File: src/rtl/uart_tx_packet_arbiter.sv
`default_nettype none
// ============================================================================
// Module   : uart_tx_packet_arbiter
// Function : Packet-level round-robin arbiter that shares one UART transmit
//            byte stream between NUM_REQ requesters. A grant is held from a
//            packet's first byte to its last byte (or MAX_BYTES), and a fixed
//            idle gap follows every packet so the host can delimit frames.
// Revision : 1.0 - initial release
// ============================================================================
module uart_tx_packet_arbiter #(
    parameter int NUM_REQ    = 4,
    parameter int GAP_CYCLES = 16,
    parameter int MAX_BYTES  = 1518
) (
    input  logic                   clk,
    input  logic                   reset,
    input  logic [NUM_REQ-1:0]     req_valid,
    input  logic [8*NUM_REQ-1:0]   req_data,
    input  logic [NUM_REQ-1:0]     req_last,
    output logic [NUM_REQ-1:0]     req_taken,
    input  logic                   down_ready,
    output logic                   down_inclk,
    output logic [7:0]             down_data,
    output logic [NUM_REQ-1:0]     grant,
    output logic                   busy,
    output logic                   truncated
);

    // Width of the owner index and round-robin pointer.
    localparam int c_PTR_W = (NUM_REQ > 1) ? $clog2(NUM_REQ) : 1;
    // Byte counter is one bit wider than needed so it can reach MAX_BYTES.
    localparam int c_CNT_W = $clog2(MAX_BYTES) + 1;
    // Gap counter width; kept at least one bit for GAP_CYCLES of 0 or 1.
    localparam int c_GAP_W = (GAP_CYCLES > 1) ? $clog2(GAP_CYCLES) : 1;

    localparam logic [c_PTR_W-1:0] c_PTR_LAST = c_PTR_W'(NUM_REQ - 1);
    localparam logic [c_CNT_W-1:0] c_CNT_LAST = c_CNT_W'(MAX_BYTES - 1);
    localparam logic [c_GAP_W-1:0] c_GAP_LAST =
        c_GAP_W'((GAP_CYCLES > 0) ? (GAP_CYCLES - 1) : 0);
    localparam logic [NUM_REQ-1:0] c_ONE      = NUM_REQ'(1);

    typedef enum logic [1:0] {
        ST_IDLE = 2'd0,
        ST_SEND = 2'd1,
        ST_GAP  = 2'd2
    } state_t;

    state_t               r_state;
    state_t               w_state_next;

    logic [c_PTR_W-1:0]   r_owner;
    logic [c_PTR_W-1:0]   r_rr_ptr;
    logic [c_CNT_W-1:0]   r_byte_cnt;
    logic [c_GAP_W-1:0]   r_gap_cnt;
    logic [NUM_REQ-1:0]   r_grant;
    logic                 r_busy;
    logic                 r_down_inclk;
    logic [7:0]           r_down_data;
    logic                 r_truncated;

    logic                 w_pick_valid;
    logic [c_PTR_W-1:0]   w_pick_idx;
    logic                 w_owner_valid;
    logic                 w_owner_last;
    logic [7:0]           w_owner_data;
    logic                 w_take;
    logic                 w_pkt_end;
    logic                 w_gap_done;
    logic [c_PTR_W-1:0]   w_ptr_after_owner;

    // Requester index at a given round-robin distance from the pointer.
    function automatic logic [c_PTR_W-1:0] f_rr_index(
        input logic [c_PTR_W-1:0] base,
        input int                 offset
    );
        int sum;
        sum = int'(base) + offset;
        if (sum >= NUM_REQ) begin
            sum = sum - NUM_REQ;
        end
        return c_PTR_W'(sum);
    endfunction

    // Round-robin search: scanning from the farthest offset back to the
    // pointer lets the nearest valid requester overwrite any farther one.
    always_comb begin
        w_pick_valid = 1'b0;
        w_pick_idx   = '0;
        for (int k = NUM_REQ - 1; k >= 0; k--) begin
            if (req_valid[f_rr_index(r_rr_ptr, k)]) begin
                w_pick_valid = 1'b1;
                w_pick_idx   = f_rr_index(r_rr_ptr, k);
            end
        end
    end

    // Owner's presented byte and flags.
    assign w_owner_valid = req_valid[r_owner];
    assign w_owner_last  = req_last[r_owner];
    assign w_owner_data  = req_data[{r_owner, 3'b000} +: 8];

    // A byte is consumed only in SEND, never in the cycle its predecessor
    // is being strobed; this paces the stream at one byte per two clocks.
    assign w_take = (r_state == ST_SEND) && down_ready && w_owner_valid
                    && !r_down_inclk;

    // Packet ends on the requester's last byte or when the grant is full.
    assign w_pkt_end = w_take && (w_owner_last || (r_byte_cnt == c_CNT_LAST));

    assign w_gap_done = (r_gap_cnt == c_GAP_LAST);

    // After a packet the requester following the owner gets first pick.
    assign w_ptr_after_owner = (r_owner == c_PTR_LAST) ? '0 : (r_owner + 1'b1);

    // Consume strobe toward the current owner only.
    for (genvar gi = 0; gi < NUM_REQ; gi++) begin : g_taken
        assign req_taken[gi] = w_take && (r_owner == c_PTR_W'(gi));
    end

    // State register.
    always_ff @(posedge clk or posedge reset) begin
        if (reset) begin
            r_state <= ST_IDLE;
        end else begin
            r_state <= w_state_next;
        end
    end

    // Next-state decision.
    always_comb begin
        w_state_next = r_state;
        case (r_state)
            ST_IDLE: begin
                if (w_pick_valid) begin
                    w_state_next = ST_SEND;
                end
            end
            ST_SEND: begin
                if (w_pkt_end) begin
                    if (GAP_CYCLES > 0) begin
                        w_state_next = ST_GAP;
                    end else begin
                        w_state_next = ST_IDLE;
                    end
                end
            end
            ST_GAP: begin
                if (w_gap_done) begin
                    w_state_next = ST_IDLE;
                end
            end
            default: begin
                w_state_next = ST_IDLE;
            end
        endcase
    end

    // Output strobe, data byte, status flags and truncation pulse.
    always_ff @(posedge clk or posedge reset) begin
        if (reset) begin
            r_down_inclk <= 1'b0;
            r_down_data  <= 8'h00;
            r_truncated  <= 1'b0;
            r_busy       <= 1'b0;
        end else begin
            r_down_inclk <= w_take;
            r_truncated  <= w_pkt_end && !w_owner_last;
            r_busy       <= (w_state_next != ST_IDLE);
            if (w_take) begin
                r_down_data <= w_owner_data;
            end
        end
    end

    // Grant ownership, round-robin pointer and per-grant byte count.
    always_ff @(posedge clk or posedge reset) begin
        if (reset) begin
            r_owner    <= '0;
            r_grant    <= '0;
            r_rr_ptr   <= '0;
            r_byte_cnt <= '0;
        end else begin
            case (r_state)
                ST_IDLE: begin
                    if (w_pick_valid) begin
                        r_owner    <= w_pick_idx;
                        r_grant    <= c_ONE << w_pick_idx;
                        r_byte_cnt <= '0;
                    end
                end
                ST_SEND: begin
                    if (w_take) begin
                        r_byte_cnt <= r_byte_cnt + 1'b1;
                        if (w_pkt_end) begin
                            r_grant  <= '0;
                            r_rr_ptr <= w_ptr_after_owner;
                        end
                    end
                end
                default: begin
                end
            endcase
        end
    end

    // Inter-packet idle counter; only advances while in GAP.
    always_ff @(posedge clk or posedge reset) begin
        if (reset) begin
            r_gap_cnt <= '0;
        end else if (r_state == ST_GAP) begin
            if (w_gap_done) begin
                r_gap_cnt <= '0;
            end else begin
                r_gap_cnt <= r_gap_cnt + 1'b1;
            end
        end
    end

    assign down_inclk = r_down_inclk;
    assign down_data  = r_down_data;
    assign grant      = r_grant;
    assign busy       = r_busy;
    assign truncated  = r_truncated;

endmodule
`default_nettype wire

File: config.mk
export PLATFORM = sky130hd
export DESIGN_NAME = uart_tx_packet_arbiter
export DESIGN_NICKNAME = d
export VERILOG_FILES = /design/src/rtl/uart_tx_packet_arbiter.sv
export SDC_FILE = /design/constraint.sdc
export NUM_CORES = 1
export LEC_CHECK = 0
export BUFFER_PORTS_ARGS = -buffer_cell sky130_fd_sc_hd__buf_4
export CORE_AREA = 8 8 91 68
export DETAILED_ROUTE_END_ITERATION = 6
export DIE_AREA = 0 0 99 76
export GPL_ROUTABILITY_DRIVEN = 0
export PLACE_DENSITY_LB_ADDON = 0.05
export SYNTH_ARGS = -nofsm -noshare
export SYNTH_HDL_FRONTEND = slang
export SYNTH_SLANG_ARGS = --single-unit
File: constraint.sdc
create_clock -name clk -period 3.6 [get_ports clk]
set_clock_uncertainty 0.2 [all_clocks]
set_input_delay 0.18 -clock clk [delete_from_list [all_inputs] [get_ports clk]]
set_output_delay 0.18 -clock clk [all_outputs]
set_load 0.05 [all_outputs]
; ---- Word-level counts from Yosys, hierarchy flattened
; Index checks and enable logic that the tools add are counted.
[op_classes]
add_sub_neg = 10
multipliers = 0
div = 0
n_lt_le_gt_ge = 9
eq_ne = 10
shifts = 2
mux = 37
bitwise_logic = 0
reduce_logical = 20
[ops]
columns = op, n
row1 = $shiftx 32x6->8, 1
row2 = $mux 12, 2
row3 = $mux 2, 12
row4 = $pmux 12 s2, 1
row5 = $mux 4, 4
row6 = $lt 2x3->1 const B, 5
row7 = $add 12x1->12 const B, 1
row8 = $bmux 1 s2, 6
row9 = $eq 12x11->1 const B, 1
row10 = $mux 1, 10
row11 = $ge 3x3->1 const B, 3
row12 = $logic_and 1x1->1, 9
row13 = $pmux 4 s2, 1
row14 = $sub 2x1->2 const B, 4
row15 = $add 2x2->3 const B, 2
row16 = $eq 2x2->1 const B, 3
row17 = $ne 2x2->1 const B, 3
row18 = $pmux 2 s3, 1
row19 = $reduce_and 3->1, 2
row20 = $add 4x1->4 const B, 1
row21 = $eq 2x1->1 const B, 2
row22 = $eq 4x4->1 const B, 1
row23 = $logic_not 2->1, 2
row24 = $reduce_and 4->1, 1
row25 = other kinds (8), 10
[word_totals]
ff_bits = 37
latch_bits = 0
ram_bits = 0
romBits = 0
inputBits = 43
wordCells = 98
memories = 0

; ---- Depth between registers and ports, before layout
[depth]
ltp_word = 12
mapped_depth = 7

; ---- Worst setup path after synthesis
; OpenSTA, ideal clock, no wires.
[synth_path]
kind = register to register
startpoint = reg r_down_inclk (netlist: down_inclk)
endpoint = reg r_rr_ptr[1]
arrival_ns = 1.673
slack_ns = 1.602
stages_incl_launch_ff = 6
cell_sequence = dfrtp_1 -> nor4bb_1 -> clkbuf_2 -> nand2_4 -> nor2_2 -> mux2_4
[synth_between]
elab_chain_len = 4
[synth_lines]
columns = item, line
row1 = "start, declared", 57  ; logic r_down_inclk;
row2 = "start signal, assigned", 166  ; r_down_inclk <= w_take;
row3 = $logic_not 1->1 *, 105  ; && !r_down_inclk;
row4 = $logic_and 1x1->1 *, 105
row5 = $logic_and 1x1->1, 108  ; assign w_pkt_end = w_take && (w_owner_last || (r_byte_cnt == c_CNT_LAST));
row6 = $reduce_and 3->1 (no line) *, --
row7 = "end signal, assigned", 196  ; r_rr_ptr <= w_ptr_after_owner;
row8 = "end, declared", 52  ; logic [c_PTR_W-1:0] r_rr_ptr;
; Mark *: on every way between the ends. The rest lies on a longest branch, timed or not.
; A chain may end at the register's enable or synchronous reset.

; ---- Final worst setup path
[layout_path]
startpoint = reg r_owner[0]
endpoint = reg r_rr_ptr[1]
[layout_between]
elab_chain_len = 6
[layout_lines]
columns = item, line
row1 = "start, declared", 51  ; logic [c_PTR_W-1:0] r_owner;
row2 = "start signal, assigned", 186  ; r_owner <= w_pick_idx;
row3 = $bmux 1 s2, 98  ; assign w_owner_valid = req_valid[r_owner];
row4 = $mux 1 (implied by the code), 98
row5 = $logic_and 1x1->1, 104  ; assign w_take = (r_state == ST_SEND) && down_ready && w_owner_valid
row6 = $logic_and 1x1->1, 105
row7 = $logic_and 1x1->1, 108
row8 = $reduce_and 3->1 (no line), --
; Several ways; a longest one is shown, not always the timed one. The select of a mux whose other input is x is not followed.

==> qor.txt <==
Post-synth EDFFs -> 0
CP startpoint -> r_owner[0]
Total global-route track usage -> 13.98%
Critical Path RT -> 3580 ps
# Post-CTS Setup Buffers -> 0
Mapped Cells -> 192
Root buf cell -> clkbuf_8
Final hold viol count -> 0
Power Dens Cells -> 732.3 mW/mm^2
Fin. max-slew vios -> 0
VDD IR max -> 0.3995 mV
Rel. slew slack -> 41.52%
# H-tree levels -> 2
IO Count -> 62
Vias in the first global route -> 1732
Global-route wire length before repair -> 8480 um
M2 GR Usage -> 22.81%
Netlist Area Pre-Place -> 0.002039 mm^2
Main flop type after synthesis -> dfrtp_1
F_max -> 0.4060 GHz
Syn_nets -> 242
Leakage -> 0.001290 uW
Placed Instances -> 309
Hold depth -> 4
Layout area overhead -> 30.12%
Port Buffers -> 61
Critical R2R Launch -> r_owner[0]
Area of the core -> 0.004927 mm^2
Cells on worst reg2reg path -> 4
Slowest library cell on the worst path -> dfrtp_1
Ant diodes -> 0
Clock transition at path regs -> 80 ps
Nets@finish -> 307
Tmin final -> 2463 ps
Worst path depth -> 4
Setup crit start kind -> flop
Utilization after layout -> 53.86%
GRT busiest layer -> met2
MaxCap Viol Count -> 0
Avg Vias per Cell -> 5.314
Post-route clock period utilization -> 68.41%
Min-delay src -> req_data[19]
Clock Path Buffers -> 2
Gr ovfl total -> 0
Buf+Inv Stages, Crit Path -> 0
Cts repair resizes -> 0
HPWL Detailed -> 3786 um
Synth async-reset ratio -> 100.0%
TritonCTS sink count -> 37
Met3 capacity usage during global routing -> 5.201%
Design area -> 0.002654 mm^2
1st-iter DRT viols -> 50
Post-synth cell types -> 41
Initial Util -> 41.39%
Largest net degree at the start of global routing -> 38
Area leader, netlist -> dfrtp_1
CP delay by family, top -> multiplexers
Max incr delay on CP -> 820 ps
Hold endpoint -> down_data[3]
Unrepaired setup endpoints after global routing -> no
Arr. time, crit path -> 2440 ps
TritonCTS Buffers -> 5
Placed Area -> 0.002561 mm^2
Routed wire length -> 4954 um
#FFs+latches synth -> 37
Final ANT Viol Nets -> 0
Die area -> 0.007524 mm^2
Hold Path Class -> in2reg
Die width -> 99 um
Worst-Skew Late Latency -> 290 ps
Post-route DRC -> 0
TritonCTS clock tree -> yes
Worst-margin pin slew -> 870.4 ps
Initial antenna violation count -> 0
Area share of the largest cell type after synthesis -> 45.40%
R2R Setup Slk -> 1140 ps
Drt first pass iters -> 4
M1 GR Usage -> 17.22%
Top post-synthesis cells by area -> dfrtp_1, mux4_2, nand2_1
Fin cells -> 318
DR vias -> 1690
Die H -> 76 um
R2r endpoint -> r_rr_ptr[1]
Row Count -> 22
Critical path capture point type -> flop
Final setup TNS -> 0 ps
WL/cell -> 15.58 um
Crit path cell chain -> mux4_2 > a41oi_4 > nor2_2 > mux2_4
Ys Warns -> 0
Post-synthesis sequential area ratio -> 45.40%
Share of layout cells above drive strength 1 -> 34.11%
Avg Synthesized Cell Area -> 10.62 um^2
Setup Crit Path Kind -> reg2reg
Final-report setup violation count -> 0
Status -> completed
Highest net fanout along the worst path -> 15
==> routing by layer <==
layer  vias to the layer above  wire [um]
met5                         -          0
met4                         0         36
met3                         5        207
met2                        23       2460
met1                       827       2249
li1                        835          -
==> sequential cells by signal, indices dropped and copies added, names as in the netlist <==
signal	count
r_rr_ptr	2
busy	1
r_byte_cnt	12
down_inclk	1
r_state	2
grant	4
truncated	1
r_owner	2
r_gap_cnt	4
down_data	8
==> Yosys cell counts (all sizes together) (2+ instances only) <==
| cell | count |
|---|---|
| a21oi | 6 |
| and2 | 2 |
| and3 | 5 |
| buf | 6 |
| dfrtp | 37 |
| ha | 7 |
| inv | 6 |
| mux2 | 3 |
| mux2i | 4 |
| mux4 | 10 |
| nand2 | 43 |
| nand2b | 3 |
| nand3 | 6 |
| nand4 | 5 |
| nor2 | 7 |
| nor3 | 2 |
| o211ai | 2 |
| o21ai | 11 |
| o32ai | 5 |
| or3 | 5 |
| xor2 | 2 |
==> cell families after synthesis <==
kind of cell | Yosys count | share of synthesized area (%)
multiplexers | 17 | 14.85
buffers and inverters | 13 | 2.760
adder cells (fa/ha/maj) | 7 | 4.294
flip-flops | 37 | 45.40
XOR/XNOR | 3 | 1.289
AO/OA/AOI/OAI | 31 | 10.98
AND/OR/NAND/NOR | 84 | 20.43
==> what timing repair did <==
| action | in CTS | in global routing |
|---|---|---|
| endpoints found under the hold margin | 37 | 0 |
| hold buffers | 1 | 0 |
| endpoints found under the setup margin | 0 | 0 |
==> power breakdown <==
group	internal [uW]	switching, uW
logic	384	612
clock network	134	148
registers	542	122
==> stage by stage <==
step	setup slack (ps)	hold slack, ps	power (uW)
6_report	1137	99.75	1943
3_3_place_gp	1136	128.8	1676
5_1_grt	969.0	92.18	2089
3_5_place_dp	1092	130.0	1682
4_1_cts	1094	82.11	1978
2_1_floorplan	1602	159.7	1390
==> cells in the final DEF (no fill, tap or decap), drive strengths merged, types with 2 or more instances in the layout <==
cell / Yosys / final
clkinv: 0 / 2
o21ai: 11 / 11
nor3: 2 / 2
o32ai: 5 / 5
mux2: 3 / 3
or3: 5 / 5
dfrtp: 37 / 37
nand4: 5 / 5
mux2i: 4 / 4
and2: 2 / 2
mux4: 10 / 10
inv: 6 / 6
nand3: 6 / 6
nand2: 43 / 43
nor2: 7 / 7
o211ai: 2 / 2
buf: 6 / 64
a21oi: 6 / 6
xor2: 2 / 2
ha: 7 / 7
and3: 5 / 5
nand2b: 3 / 3
clkbuf: 1 / 6
==> worst max-delay path by stage <==
| stage | slack, ps | to |
|---|---|---|
| after floorplan | 1600 | r_rr_ptr[1] |
| after global placement | 1140 | r_rr_ptr[1] |
| after detailed placement | 1090 | r_rr_ptr[1] |
| after CTS | 1090 | r_rr_ptr[1] |
| after global routing | 970 | r_byte_cnt[3] |
| final | 1140 | r_rr_ptr[1] |
==> worst register-to-register path, cell delays in order (launching register included) <==
cell     delay (ps)
dfrtp_1         820
mux4_2          640
a41oi_4         270
nor2_2          120
mux2_4          300
==> area by class of cell <==
type | count | area [um^2]
Clock buffer | 6 | 72.57
Sequential cell | 37 | 925.9
Tap cell | 60 | 75.07
Multi-Input combinational cell | 142 | 1057
Clock inverter | 2 | 10.01
Inverter | 6 | 22.52
Fill cell | 462 | 2273
Timing Repair Buffer | 65 | 490.5
No activity file was read; power rests on OpenSTA's default activity.
